`src/rtl/alu_arbiter.sv`:
```
// alu_arbiter: round-robin sharing of one combinational ALU between two
// valid/ready requesters. Operands are registered onto the ALU inputs on a
// request handshake. The ALU result is captured one cycle later and held
// until the owning requester accepts it.
module alu_arbiter #(
   parameter int DATA_W = 32
) (
   input  logic              clk,
   input  logic              rst_n,
   input  logic              Req_Valid_0,
   input  logic              Req_Valid_1,
   output logic              Req_Ready_0,
   output logic              Req_Ready_1,
   input  logic [2:0]        Req_Sel_0,
   input  logic [2:0]        Req_Sel_1,
   input  logic [DATA_W-1:0] Req_A_0,
   input  logic [DATA_W-1:0] Req_B_0,
   input  logic [DATA_W-1:0] Req_A_1,
   input  logic [DATA_W-1:0] Req_B_1,
   output logic              Rsp_Valid_0,
   output logic              Rsp_Valid_1,
   input  logic              Rsp_Ready_0,
   input  logic              Rsp_Ready_1,
   output logic [DATA_W-1:0] Rsp_Data,
   output logic              Rsp_Err,
   output logic [DATA_W-1:0] ALU_In_0,
   output logic [DATA_W-1:0] ALU_In_1,
   output logic [2:0]        ALU_Sel,
   input  logic [DATA_W-1:0] ALU_Out,
   output logic              Busy
);

   typedef enum logic [1:0] {IDLE, EXEC, RESP} state_t;

   state_t            state_q, state_d;
   logic              prio_q;      // requester favoured when both are valid
   logic              owner_q;     // requester that owns the in-flight op
   logic [DATA_W-1:0] alu_in_0_q, alu_in_1_q;
   logic [2:0]        alu_sel_q;
   logic [DATA_W-1:0] rsp_data_q;
   logic              rsp_err_q;

   logic grant_0, grant_1;
   logic req_fire, rsp_fire;

   // Round-robin grant: the sole valid requester wins, ties go to prio_q.
   always_comb begin
      grant_0 = Req_Valid_0 & (~Req_Valid_1 | ~prio_q);
      grant_1 = Req_Valid_1 & (~Req_Valid_0 |  prio_q);
   end

   // Next-state logic and the handshake-related outputs.
   always_comb begin
      state_d     = state_q;
      Req_Ready_0 = 1'b0;
      Req_Ready_1 = 1'b0;
      Rsp_Valid_0 = 1'b0;
      Rsp_Valid_1 = 1'b0;
      req_fire    = 1'b0;
      rsp_fire    = 1'b0;
      case (state_q)
         IDLE: begin
            Req_Ready_0 = grant_0;
            Req_Ready_1 = grant_1;
            req_fire    = grant_0 | grant_1;
            if (req_fire) state_d = EXEC;
         end
         EXEC: state_d = RESP;
         RESP: begin
            Rsp_Valid_0 = ~owner_q;
            Rsp_Valid_1 =  owner_q;
            rsp_fire    = owner_q ? Rsp_Ready_1 : Rsp_Ready_0;
            if (rsp_fire) state_d = IDLE;
         end
         default: state_d = IDLE;
      endcase
   end

   // FSM state, ownership and priority pointer.
   always_ff @(posedge clk or negedge rst_n) begin
      if (!rst_n) begin
         state_q <= IDLE;
         prio_q  <= 1'b0;
         owner_q <= 1'b0;
      end else begin
         state_q <= state_d;
         if (req_fire) begin
            owner_q <= grant_1;
            // Pointer moves away from the winner, even for a lone requester.
            prio_q  <= ~grant_1;
         end
      end
   end

   // ALU input registers load the winner's operands and keep them afterwards.
   always_ff @(posedge clk or negedge rst_n) begin
      if (!rst_n) begin
         alu_in_0_q <= '0;
         alu_in_1_q <= '0;
         alu_sel_q  <= 3'b000;
      end else if (req_fire) begin
         alu_in_0_q <= grant_1 ? Req_A_1   : Req_A_0;
         alu_in_1_q <= grant_1 ? Req_B_1   : Req_B_0;
         alu_sel_q  <= grant_1 ? Req_Sel_1 : Req_Sel_0;
      end
   end

   // Result capture in EXEC; illegal opcodes force zero data and flag an error.
   always_ff @(posedge clk or negedge rst_n) begin
      if (!rst_n) begin
         rsp_data_q <= '0;
         rsp_err_q  <= 1'b0;
      end else if (state_q == EXEC) begin
         if (alu_sel_q >= 3'b101) begin
            rsp_data_q <= '0;
            rsp_err_q  <= 1'b1;
         end else begin
            rsp_data_q <= ALU_Out;
            rsp_err_q  <= 1'b0;
         end
      end
   end

   assign ALU_In_0 = alu_in_0_q;
   assign ALU_In_1 = alu_in_1_q;
   assign ALU_Sel  = alu_sel_q;
   assign Rsp_Data = rsp_data_q;
   assign Rsp_Err  = rsp_err_q;
   assign Busy     = (state_q != IDLE);

endmodule

```
`config.mk`:
```
export PLATFORM = sky130hd
export DESIGN_NAME = alu_arbiter
export DESIGN_NICKNAME = d
export VERILOG_FILES = /design/src/rtl/alu_arbiter.sv
export SDC_FILE = /design/constraint.sdc
export NUM_CORES = 1
export LEC_CHECK = 0
export CAP_MARGIN = 25
export CELL_PAD_IN_SITES_DETAIL_PLACEMENT = 0
export CELL_PAD_IN_SITES_GLOBAL_PLACEMENT = 1
export CORE_UTILIZATION = 24
export CTS_CLUSTER_SIZE = 14
export DETAILED_ROUTE_END_ITERATION = 7
export PLACE_DENSITY = 0.78
export REMOVE_ABC_BUFFERS = 1
export SYNTH_ARGS = -nofsm -noshare
export SYNTH_HDL_FRONTEND = slang
export SYNTH_SLANG_ARGS = --single-unit
```
`constraint.sdc`:
```
create_clock -name clk -period 1.6 [get_ports clk]
set_input_delay 0.32 -clock clk [delete_from_list [all_inputs] [get_ports clk]]
set_output_delay 0.32 -clock clk [all_outputs]
set_load 0.005 [all_outputs]
```
Word-level counts from Yosys, hierarchy flattened

Cells that the tools add are included.

Flip-flop bits (word level): 104
Bits of input ports: 172
Output and inout port bits: 105
Word-level logic and storage cells: 40

Order comparisons: 1
Eq/ne operators: 4
Multiplexer cells: 14
Bitwise logic cells: 10
Reductions and logical operators: 3

Operators with widths:

| operator             | count |
|---|---|
| $mux W32             | 3 |
| $mux W1              | 7 |
| $pmux W2 S3          | 1 |
| $not A1 Y1           | 5 |
| $mux W2              | 2 |
| $ne A2 B2 Y1 const B | 2 |
| $ge A3 B3 Y1 const B | 1 |
| $mux W3              | 1 |
| $or A1 B1 Y1         | 3 |
| $and A1 B1 Y1        | 2 |
| $eq A2 B1 Y1 const B | 1 |
| $eq A2 B2 Y1 const B | 1 |
| $logic_not A2 Y1     | 1 |
| $reduce_and A2 Y1    | 1 |
| $reduce_bool A2 Y1   | 1 |

Longest topological paths before layout

Gate-level depths: netlist (run 1).

Depth in word-level cells: 6
Mapped depth: 8
Mapped depth without buffers: 3

Worst setup path after synthesis (run 1)

OpenSTA, ideal clock, no wires.

Kind: register to output
Start: reg state_q[1]
End: out Req_Ready_1
Arrival: 1,225 ps
Data required time: 1,280 ps
Setup slack: 55 ps
Cell stages (with the launch flop): 5
Path buffers: 1
Cells stage by stage: dfrtp_1 nor2_1 clkbuf_1 inv_1 nor2_1

Longest elaborated chain between the ends: 2

Ends and longest elaborated chain:

| element                | RTL line | source |
|---|---|---|
| from (decl)            | 35       | `state_t state_q, state_d;` |
| from (signal assigned) | 86       | `state_q <= state_d;` |
| $logic_not A2 Y1       | 61       | `case (state_q)` |
| $mux W1                | 61       |  |
| to (decl)              | 13       | `output logic Req_Ready_1,` |

Every way passes these cells.

Final worst setup path (run 1)

Start: reg state_q[1]
End: reg alu_in_1_q[28] (netlist: ALU_In_1[28])

Longest elaborated chain between the ends: 2

Ends and longest elaborated chain:

| element              | RTL line | source |
|---|---|---|
| $logic_not A2 Y1     | 61       |  |
| $mux W1              | 61       |  |
| to (signal assigned) | 103      | `alu_in_1_q <= grant_1 ? Req_B_1 : Req_B_0;` |
| to (decl)            | 38       | `logic [DATA_W-1:0] alu_in_0_q, alu_in_1_q;` |

Every way passes these cells.
A chain may end at the register's enable or synchronous reset.

==> run metrics, run 1 <==
dpl ws=-341 ps; initial antenna violation count=0; n_diodes=0; synth cell count leaders=dfrtp_1 (104), a21oi_1 (70), a31oi_1 (68), o21ai_0 (68), nand3_1 (67); worst vdd ir=between 0.5 and 0.6 mV; Critical Path RT=approximately 1800 ps; PortBufs=between 200 and 300; CTS buffer count=9; Seq. cell area=2600 um2; fmax=approximately 630 MHz; remaining routing DRC violations=0; drt total wl=around 20000 um; RSZ-0062 raised after global routing=true; sequential share of the synthesized area=0.552; H-Tree Depth=3; Arrival @ worst endpoint=~1800 ps; area of the multi-input gates=roughly 1900 um2; via count of the first global-routing pass=4976; Final ANT Viol Nets=0; Die X=142 um; Final Setup Violations=0; Syn Inst Count=between 400 and 500; GPL Wtd Cong=0.794; Worst-Skew Late Latency=between 300 and 400 ps; cell area power density=approximately 1700 nW/um2; GR Util met3=0.0616; Unique masters post-synth=21; HPWL Detailed=12700 um; Worst Setup Start Kind=flop; GRT Total Usage=0.180; Final Util=0.452; Yosys top cell area share=0.552; drt via density=5.02; GR Util met2=0.293; run status=completed; hold crit path type=primary input to async pin; Most Used Layer, Global Route=met2; CTS tree=built; post-synthesis async set-or-reset flop share=1.00; setup_tns=0 ps; kind of critical path=flop to flop; Mean Syn Cell Area=roughly 9.6 um2; Worst Setup End Kind=flop; critical path fanouts, max=25; Max-Cap Viols=0; largest net degree at the start of global routing=50; max-slew violations=0; Starting Density=0.249; ys flop type=dfrtp_1; Final Hold Fails=0; dpl cells=995; Final Cell Area=roughly 8600 um2; share of layout cells above drive strength 1=0.116; Leak=3.50 nW; Design Power=14.6 mW; Layout Nets=between 900 and 1000; clk sinks=104; die height=142 um; Reg clk slew, reported paths=about 70 ps; synthesized area=between 4000 and 5000 um2; vias=approximately 5200; DR pass1 iterations=4; Fin Hold WS=392 ps; Synthesis Warnings=0; Post-DP Area=between 7000 and 8000 um2; min Tclk post-route=about 1600 ps; Synth area leaders=dfrtp_1 (55%), a31oi_1 (9.0%), a21oi_1 (7.4%); Clock Path Buffers=2; IO Pins=roughly 280; count leader, synth=dfrtp_1; final worst setup slack=10.1 ps; first-pass GRT wire length=roughly 28000 um; period utilization=0.994; 1st-iter DRT viols=roughly 280; Synth-to-Final Area Change=81.9%; Worst Tran Pin Value=just under 500 ps; Fillers=roughly 1900; max_slew headroom=0.673; total gr overflow=0; Final Skew=~10 ps; flops & latches, synth=104; die area=slightly above 20000 um2; Core Area=about 19000 um2; post-synth top area cell=dfrtp_1; routing usage on met1=0.221; number of synthesized flops with an enable pin=0; CTS Root Cell=clkbuf_16; Rows=50; fin cells=roughly 1000; mean routed wirelength per cell=19.1 um
## state kept, by name, summed over array words and instances (netlist names)
register,flops
ALU_In_0,32
ALU_In_1,32
ALU_Sel,3
Rsp_Data,32
Rsp_Err,1
owner_q,1
prio_q,1
state_q,2
## area by class of cell
type                       instances  area share
inverter                           4     0.00175
tap                              260      0.0380
sequential                       104       0.304
timing repair buffer             328       0.399
clock buffer                      11      0.0295
multi-input combinational        321       0.223
clock inverter                     5     0.00555
## where the power goes
part | internal (mW) | switching [mW] | total [mW]
Clock | 1.17 | 1.08 | 2.25
Sequential | 3.86 | 0.713 | 4.57
Combinational | 4.41 | 3.40 | 7.81
## per-layer routing
| layer | wire length, um | up-vias |
|---|---|---|
| met4 | 402 | 0 |
| met2 | 9490 | 266 |
| li1 | - | 2397 |
| met1 | 7950 | 2494 |
| met5 | 0 | - |
| met3 | 1870 | 26 |
## placed cells by master (no fill, tap or decap), drive strengths merged
master         instances
clkinv                 1
clkdlybuf4s50        241
and2                   1
o2bb2ai                1
a21oi                 70
nand3                 67
dlymetal6s2s          14
buf                   51
inv                    7
o21ai                 68
a31oi                 68
or2                    1
o21a                   1
clkbuf                18
nor2                   5
dlygate4sd2           14
dfrtp                104
a22o                  32
nand2b                 3
mux2                   1
dlygate4sd3            1
nor2b                  1
nand2                  2
clkinvlp               1
## kinds of logic (layout without fill, tap and decap cells)
kind of cell	Yosys count	after routing	share of synthesized area
buf+inv	64	348	0.0606
mux	1	1	0.00239
simple gates	80	80	0.0847
flops	104	104	0.552
compound gates	240	240	0.300
## final timing paths
kind / startpoint / to / slack [ps] / cells after the start
hold reg to reg: Rsp_Data[11] / Rsp_Data[11] / 500 / 1
hold / removal: rst_n / Rsp_Data[10] / 390 / 2
setup / recovery: state_q[1] / ALU_In_1[28] / 10 / 7
min in group clk: Req_Valid_1 / owner_q / 420 / 4
max in group asynchronous: rst_n / ALU_In_0[2] / 640 / 3
setup reg to reg: state_q[1] / ALU_In_1[28] / 10 / 7
## timing repair
action                                  in CTS  in global routing
endpoints found under the setup margin      19                 65
gates cloned                                 0                  9
hold buffers                                 1                  0
setup buffers                                5                  7
pin swaps                                    1                  2
resized for setup                           32                 35
endpoints found under the hold margin       17                  0
## critical path, cell delays in order, from the launching register on
cell,delay [ps]
dfrtp_1,410
nor2_4,130
buf_6,120
buf_4,110
buf_6,100
and2_4,270
buf_12,210
a31oi_1,100
(Power assumes the default switching activity.)
==> run 2: changes to the inputs <==
Settings changed: RECOVER_POWER from default to 25.
==> run 2 against run 1 <==
Net effect: critical path depth unchanged; clock-buffer cell count unchanged; power is essentially flat; sequential share of layout area increased by 0.085 points; utilization is 0.13 points lower; cell area fell by 0.28%; maximum frequency shrank 0.13%; largest power group unchanged; flip-flop and latch count did not move; first-iteration DRC count decreased by 3.6%; register-to-register slack barely moved.
==> run metrics, run 2 (same netlist as run 1, synthesis figures left out) <==
1st-iter DRT viols=266 (was 276); WL met2=9370 um (was 9490 um); max-slew violations=0 (unchanged); Starting Density=0.249 (unchanged); Synth-to-Final Area Change=81.4% (was 81.9%); dpl cells=995 (unchanged); Arrival @ worst endpoint=1820 ps (about the same); first-pass GRT wire length=28000 um (unchanged); Final Skew=11.2 ps (was 10.5 ps); Worst-Skew Late Latency=360 ps (about the same); hold path startpoint=Req_Valid_1; mean routed wirelength per cell=19.1 um (about the same); Rows=50 (unchanged); Final ANT Viol Nets=0 (unchanged); reg2reg end=ALU_In_1[28] (unchanged); commonest non-fill, non-tap cell in the layout=clkdlybuf4s50_1 (unchanged); worst vdd ir=0.571 mV (was 0.569 mV); Final Setup Violations=0 (unchanged); min Tclk post-route=1590 ps (about the same); Critical Path RT=1830 ps (about the same); sequential share of power=0.312 (about the same); Net Switching=5.18 mW (was 5.19 mW); CTS tree=built (unchanged); period utilization=0.995 (was 0.994); Max-Cap Viols=0 (unchanged); remaining routing DRC violations=0 (unchanged); critical path fanouts, max=25 (unchanged); fin cells=1033 (unchanged); Sw Ratio=0.355 (about the same); commonest non-fill, non-tap cells in the layout=clkdlybuf4s50_1 (241), dfrtp_1 (104), a21oi_1 (69) (unchanged); Worst Reg-to-Reg Cells=7 (unchanged); Final Util=0.451 (was 0.452); R2R setup slack=8 ps (was 10 ps); initial antenna violation count=0 (unchanged); die area=20200 um2 (unchanged); Hold Crit Depth=4; die height=142 um (unchanged); vias=5187 (was 5183); Clock Path Buffers=2 (unchanged); RSZ-0062 raised after global routing=true (unchanged); highest routed layer=met4 (unchanged); Core Area=19000 um2 (unchanged); H-Tree Depth=3 (unchanged); drt total wl=19700 um (about the same); CTS Root Cell=clkbuf_16 (unchanged); Leak=3.49 nW (was 3.50 nW); WL met3=1790 um (was 1870 um); Worst Setup End Kind=flop (unchanged); clock power share=0.154 (about the same); via count of the first global-routing pass=4976 (unchanged); DR pass1 iterations=5 (was 4); GPL Wtd Cong=0.794 (unchanged); Reg clk slew, reported paths=70 ps (about the same); IO Pins=277 (unchanged); GRT Total Usage=0.180 (unchanged); combinational power share=0.534 (about the same); Design Power=14.6 mW (about the same); hold crit path type=primary input to flop (was primary input to async pin); met1 WL=8190 um (was 7950 um); Worst Setup Start Kind=flop (unchanged); Die X=142 um (unchanged); share of layout cells above drive strength 1=0.116 (unchanged); Internal=9.43 mW (was 9.44 mW); total gr overflow=0 (unchanged); CTS buffer count=9 (unchanged); kind of critical path=flop to flop (unchanged); drt via density=5.02 (about the same); HPWL Detailed=12700 um (unchanged); n_diodes=0 (unchanged); largest net degree at the start of global routing=50 (unchanged); max_slew headroom=0.652 (was 0.673); crit path from=state_q[1] (unchanged); clk sinks=104 (unchanged); PortBufs=276 (unchanged); Layout Nets=940 (unchanged); Fin Hold WS=426 ps (was 392 ps); run status=completed (unchanged); WHS Endpoint=owner_q; cell area power density=1710 nW/um2 (about the same); Final Hold Fails=0 (unchanged); Worst Tran Pin Value=522 ps (was 491 ps); fmax=628 MHz (was 629 MHz); worst r2r src=state_q[1] (unchanged)
## run 2: cell count changes in the layout (fill, tap and decap cells not counted), sizes merged
cell / previous run / this run
clkbuf: 18 / 19
buf: 51 / 50
## run 2: worst max-delay path, cell delays in order, from the launching register on
cell and delay (ps):
dfrtp_1 410, nor2_4 130, buf_6 120, buf_4 110
buf_6 100, and2_4 280, buf_12 210, a31oi_1 100
## run 2: per-stage QoR
stage | cell area (um2) | worst slack [ps] | setup TNS, ps
2_1_floorplan | 4440 | -2660 | -216480
3_3_place_gp | 7890 | -328 | -15760
3_5_place_dp | 7890 | -341 | -15930
4_1_cts | 8220 | -73.8 | -138
5_1_grt | 8540 | -65.8 | -1400
6_report | 8540 | 8.05 | 0
## run 2: area by class of cell
type,count,area (um2)
Sequential cell,104,2600
Multi-Input combinational cell,321,1910
Tap cell,260,325
Inverter,4,15.0
Clock inverter,5,47.5
Fill cell,1899,10400
Clock buffer,11,253
Timing Repair Buffer,328,3390
## run 2: what timing repair did
item | CTS | global route
gates resized for setup | 32 | 35
pin swaps | 1 | 2
setup endpoints to repair | 19 | 65
hold buffers | 1 | 0
hold endpoints to repair | 17 | 0
setup buffers | 5 | 7
cloned | 0 | 9
## run 2: power groups by stage
stage / combinational (mW) / clock [mW] / sequential, mW
after floorplan: 2.12 / 0 / 4.60
after global placement: 6.82 / 0 / 4.59
after detailed placement: 6.83 / 0 / 4.62
after CTS: 6.85 / 2.34 / 4.58
after global routing: 8.40 / 2.42 / 4.70
final: 7.80 / 2.25 / 4.57
## run 2: worst max path at each step
stage / to / slack (ps) / cells past startpoint
2_1_floorplan: ALU_In_1[21] / -2660 / 3
3_3_place_gp: Req_Ready_1 / -330 / 5
3_5_place_dp: Req_Ready_0 / -340 / 4
4_1_cts: Busy / -70 / 4
5_1_grt: ALU_In_1[28] / -70 / 7
6_report: ALU_In_1[28] / 8 / 7
## run 2: per-layer routing
metal | up-vias | global-route usage
met4 | 0 | 0.0594
met5 | - | 0
li1 | 2396 | -
met2 | 253 | 0.293
met3 | 26 | 0.0616
met1 | 2512 | 0.221
==> run 3: changes to the inputs <==
Settings changed: CORE_UTILIZATION 24 to 25, CTS_BUF_LIST from default to sky130_fd_sc_hd__clkbuf_2 sky130_fd_sc_hd__clkbuf_4 sky130_fd_sc_hd__clkbuf_8, PLACE_DENSITY 0.78 to 0.81.
==> run 3 against run 2 <==
Net effect: highest routed layer unchanged; global-route usage rose by 1.1 points; worst setup slack got worse by 71 ps; critical path type is now flop to primary output; the run now ends with negative setup slack left; power fell by 8.0%; combinational power fell by 7.9%; register-to-register slack improved by 50 ps; flip-flop and latch count did not move.
==> run metrics, run 3 (same netlist as run 1, synthesis figures left out) <==
Core Area=18200 um2 (was 19000 um2); reg2reg end=ALU_In_1[22] (was ALU_In_1[28]); Final Skew=14.0 ps (was 11.2 ps); die height=139 um (was 142 um); Arrival @ worst endpoint=1340 ps (was 1820 ps); worst vdd ir=0.662 mV (was 0.571 mV); Reg clk slew, reported paths=110 ps (was 70 ps); cell area power density=1600 nW/um2 (was 1710 nW/um2); PortBufs=276 (unchanged); fin cells=1016 (was 1033); first-pass GRT wire length=29200 um (was 28000 um); DR pass1 iterations=4 (was 5); CTS buffer count=9 (unchanged); H-Tree Depth=3 (unchanged); R2R setup slack=60 ps (was 8 ps); Fin Hold WS=311 ps (was 426 ps); area of the multi-input gates=1880 um2 (was 1910 um2); final worst setup slack=-63.2 ps (was 8.05 ps); IO Pins=277 (unchanged); Max-Cap Viols=0 (unchanged); GPL Wtd Cong=0.775 (was 0.794); vias=5230 (was 5187); Hold Crit Depth=3 (was 4); dpl cells=964 (was 995); Worst Setup Start Kind=flop (unchanged); Fillers=1781 (was 1899); critical path fanouts, max=2 (was 25); period utilization=1.04 (was 0.995); max-slew violations=0 (unchanged); Starting Density=0.259 (was 0.249); failing checks=negative setup slack; Worst Tran Pin Value=670 ps (was 522 ps); commonest non-fill, non-tap cell in the layout=clkdlybuf4s50_1 (unchanged); Final ANT Viol Nets=0 (unchanged); clk sinks=104 (unchanged); hold crit path type=primary input to flop (unchanged); HPWL Detailed=12300 um (was 12700 um); drt total wl=19500 um (was 19700 um); Die X=139 um (was 142 um); Worst Setup End Kind=primary output (was flop); 1st-iter DRT viols=228 (was 266); largest net degree at the start of global routing=68 (was 50); Critical Path RT=1280 ps (was 1830 ps); WHS Endpoint=ALU_In_0[26] (was owner_q); worst r2r src=state_q[1] (unchanged); via count of the first global-routing pass=5267 (was 4976); Clock Path Buffers=2 (unchanged); RSZ-0062 raised after global routing=true (unchanged); kind of critical path=flop to primary output (was flop to flop); n_diodes=0 (unchanged); share of layout cells above drive strength 1=0.130 (was 0.116); initial antenna violation count=0 (unchanged); Worst-Skew Late Latency=380 ps (was 360 ps); total gr overflow=0 (unchanged); die area=19400 um2 (was 20200 um2); Seq. cell area=2600 um2 (unchanged); Rows=49 (was 50); Final Setup Violations=3 (was 0); fmax=601 MHz (was 628 MHz); commonest non-fill, non-tap cells in the layout=clkdlybuf4s50_1 (178), dfrtp_1 (104), a21oi_1 (69) (was clkdlybuf4s50_1 (241), dfrtp_1 (104), a21oi_1 (69)); max_slew headroom=0.554 (was 0.652); min Tclk post-route=1660 ps (was 1590 ps); GRT Total Usage=0.191 (was 0.180); run status=complete, but fails checks (was completed); Leak=3.73 nW (was 3.49 nW); mean routed wirelength per cell=19.2 um (was 19.1 um); CTS Root Cell=clkbuf_8 (was clkbuf_16); remaining routing DRC violations=0 (unchanged); drt via density=5.15 (was 5.02); Final Hold Fails=0 (unchanged); hold path startpoint=Req_Valid_1 (unchanged); Synth-to-Final Area Change=78.2% (was 81.4%); CTS tree=built (unchanged); Worst Reg-to-Reg Cells=6 (was 7); Layout Nets=954 (was 940)
[run 3: changes by cell type in the layout (fill, tap and decap cells not counted), moves of 3 or more]
cell / previous run / this run
clkdlybuf4s50_1: 241 / 178
dlygate4sd2_1: 14 / 67
buf_4: 29 / 47
clkbuf_16: 15 / 3
dlymetal6s2s_1: 14 / 24
clkbuf_8: 2 / 9
a31oi_1: 65 / 68
[run 3: stage by stage]
step / setup slack, ps / power, mW / util / TNS, ps / instance area (um2)
floorplan: -2660 / 6.72 / - / -216480 / 4440
global placement: -282 / 11.4 / 0.431 / -12660 / 7850
detailed placement: -296 / 11.4 / 0.431 / -14520 / 7850
CTS: -76.6 / 13.0 / 0.446 / -181 / 8120
global route: -126 / 14.4 / 0.461 / -1340 / 8400
finish: -63.2 / 13.4 / 0.461 / -118 / 8400
[run 3: power breakdown]
| group | internal (mW) | switching (mW) |
|---|---|---|
| clock | 0.751 | 0.991 |
| sequential | 3.85 | 0.672 |
| combinational | 3.86 | 3.32 |
| total | 8.46 | 4.98 |
[run 3: worst max-delay path by stage]
stage                           start           end  slack [ps]  depth (start not counted)
final                      state_q[1]   Req_Ready_0         -60                          5
after global routing       state_q[1]   Req_Ready_0        -130                          5
after CTS                  state_q[0]   Req_Ready_0         -80                          5
after detailed placement  Req_Valid_0   Req_Ready_1        -300                          5
after global placement    Req_Valid_0   Req_Ready_0        -280                          4
after floorplan            state_q[1]  ALU_In_1[21]       -2660                          3
[run 3: per-layer routing]
| layer | wire (um) | vias up | GRT usage |
|---|---|---|---|
| met4 | 246 | 0 | 0.0515 |
| met5 | 0 | - | 0 |
| met2 | 9410 | 248 | 0.317 |
| met3 | 1830 | 17 | 0.0674 |
| met1 | 7990 | 2550 | 0.234 |
| li1 | - | 2415 | - |
[run 3: final cells by class]
cell class | instances | area share
Clock inverter | 6 | 0.00820
Inverter | 4 | 0.00179
Tap cell | 229 | 0.0341
Timing Repair Buffer | 342 | 0.406
Clock buffer | 10 | 0.0156
Sequential cell | 104 | 0.310
Multi-Input combinational cell | 321 | 0.224
[run 3: worst max-delay path, stage by stage (launching register included)]
cell	delay, ps
dfrtp_1	430
nor2_4	150
buf_6	120
nand2_4	50
a21oi_2	90
buf_2	110
[run 3: what timing repair did]
| item | 4_1_cts | 5_1_grt |
|---|---|---|
| setup buffers | 16 | 15 |
| hold endpoints to repair | 23 | 0 |
| gates resized for setup | 98 | 34 |
| endpoints found under the setup margin | 75 | 87 |
| gates cloned | 0 | 5 |
| pin swaps | 1 | 1 |
| hold buffers | 1 | 0 |
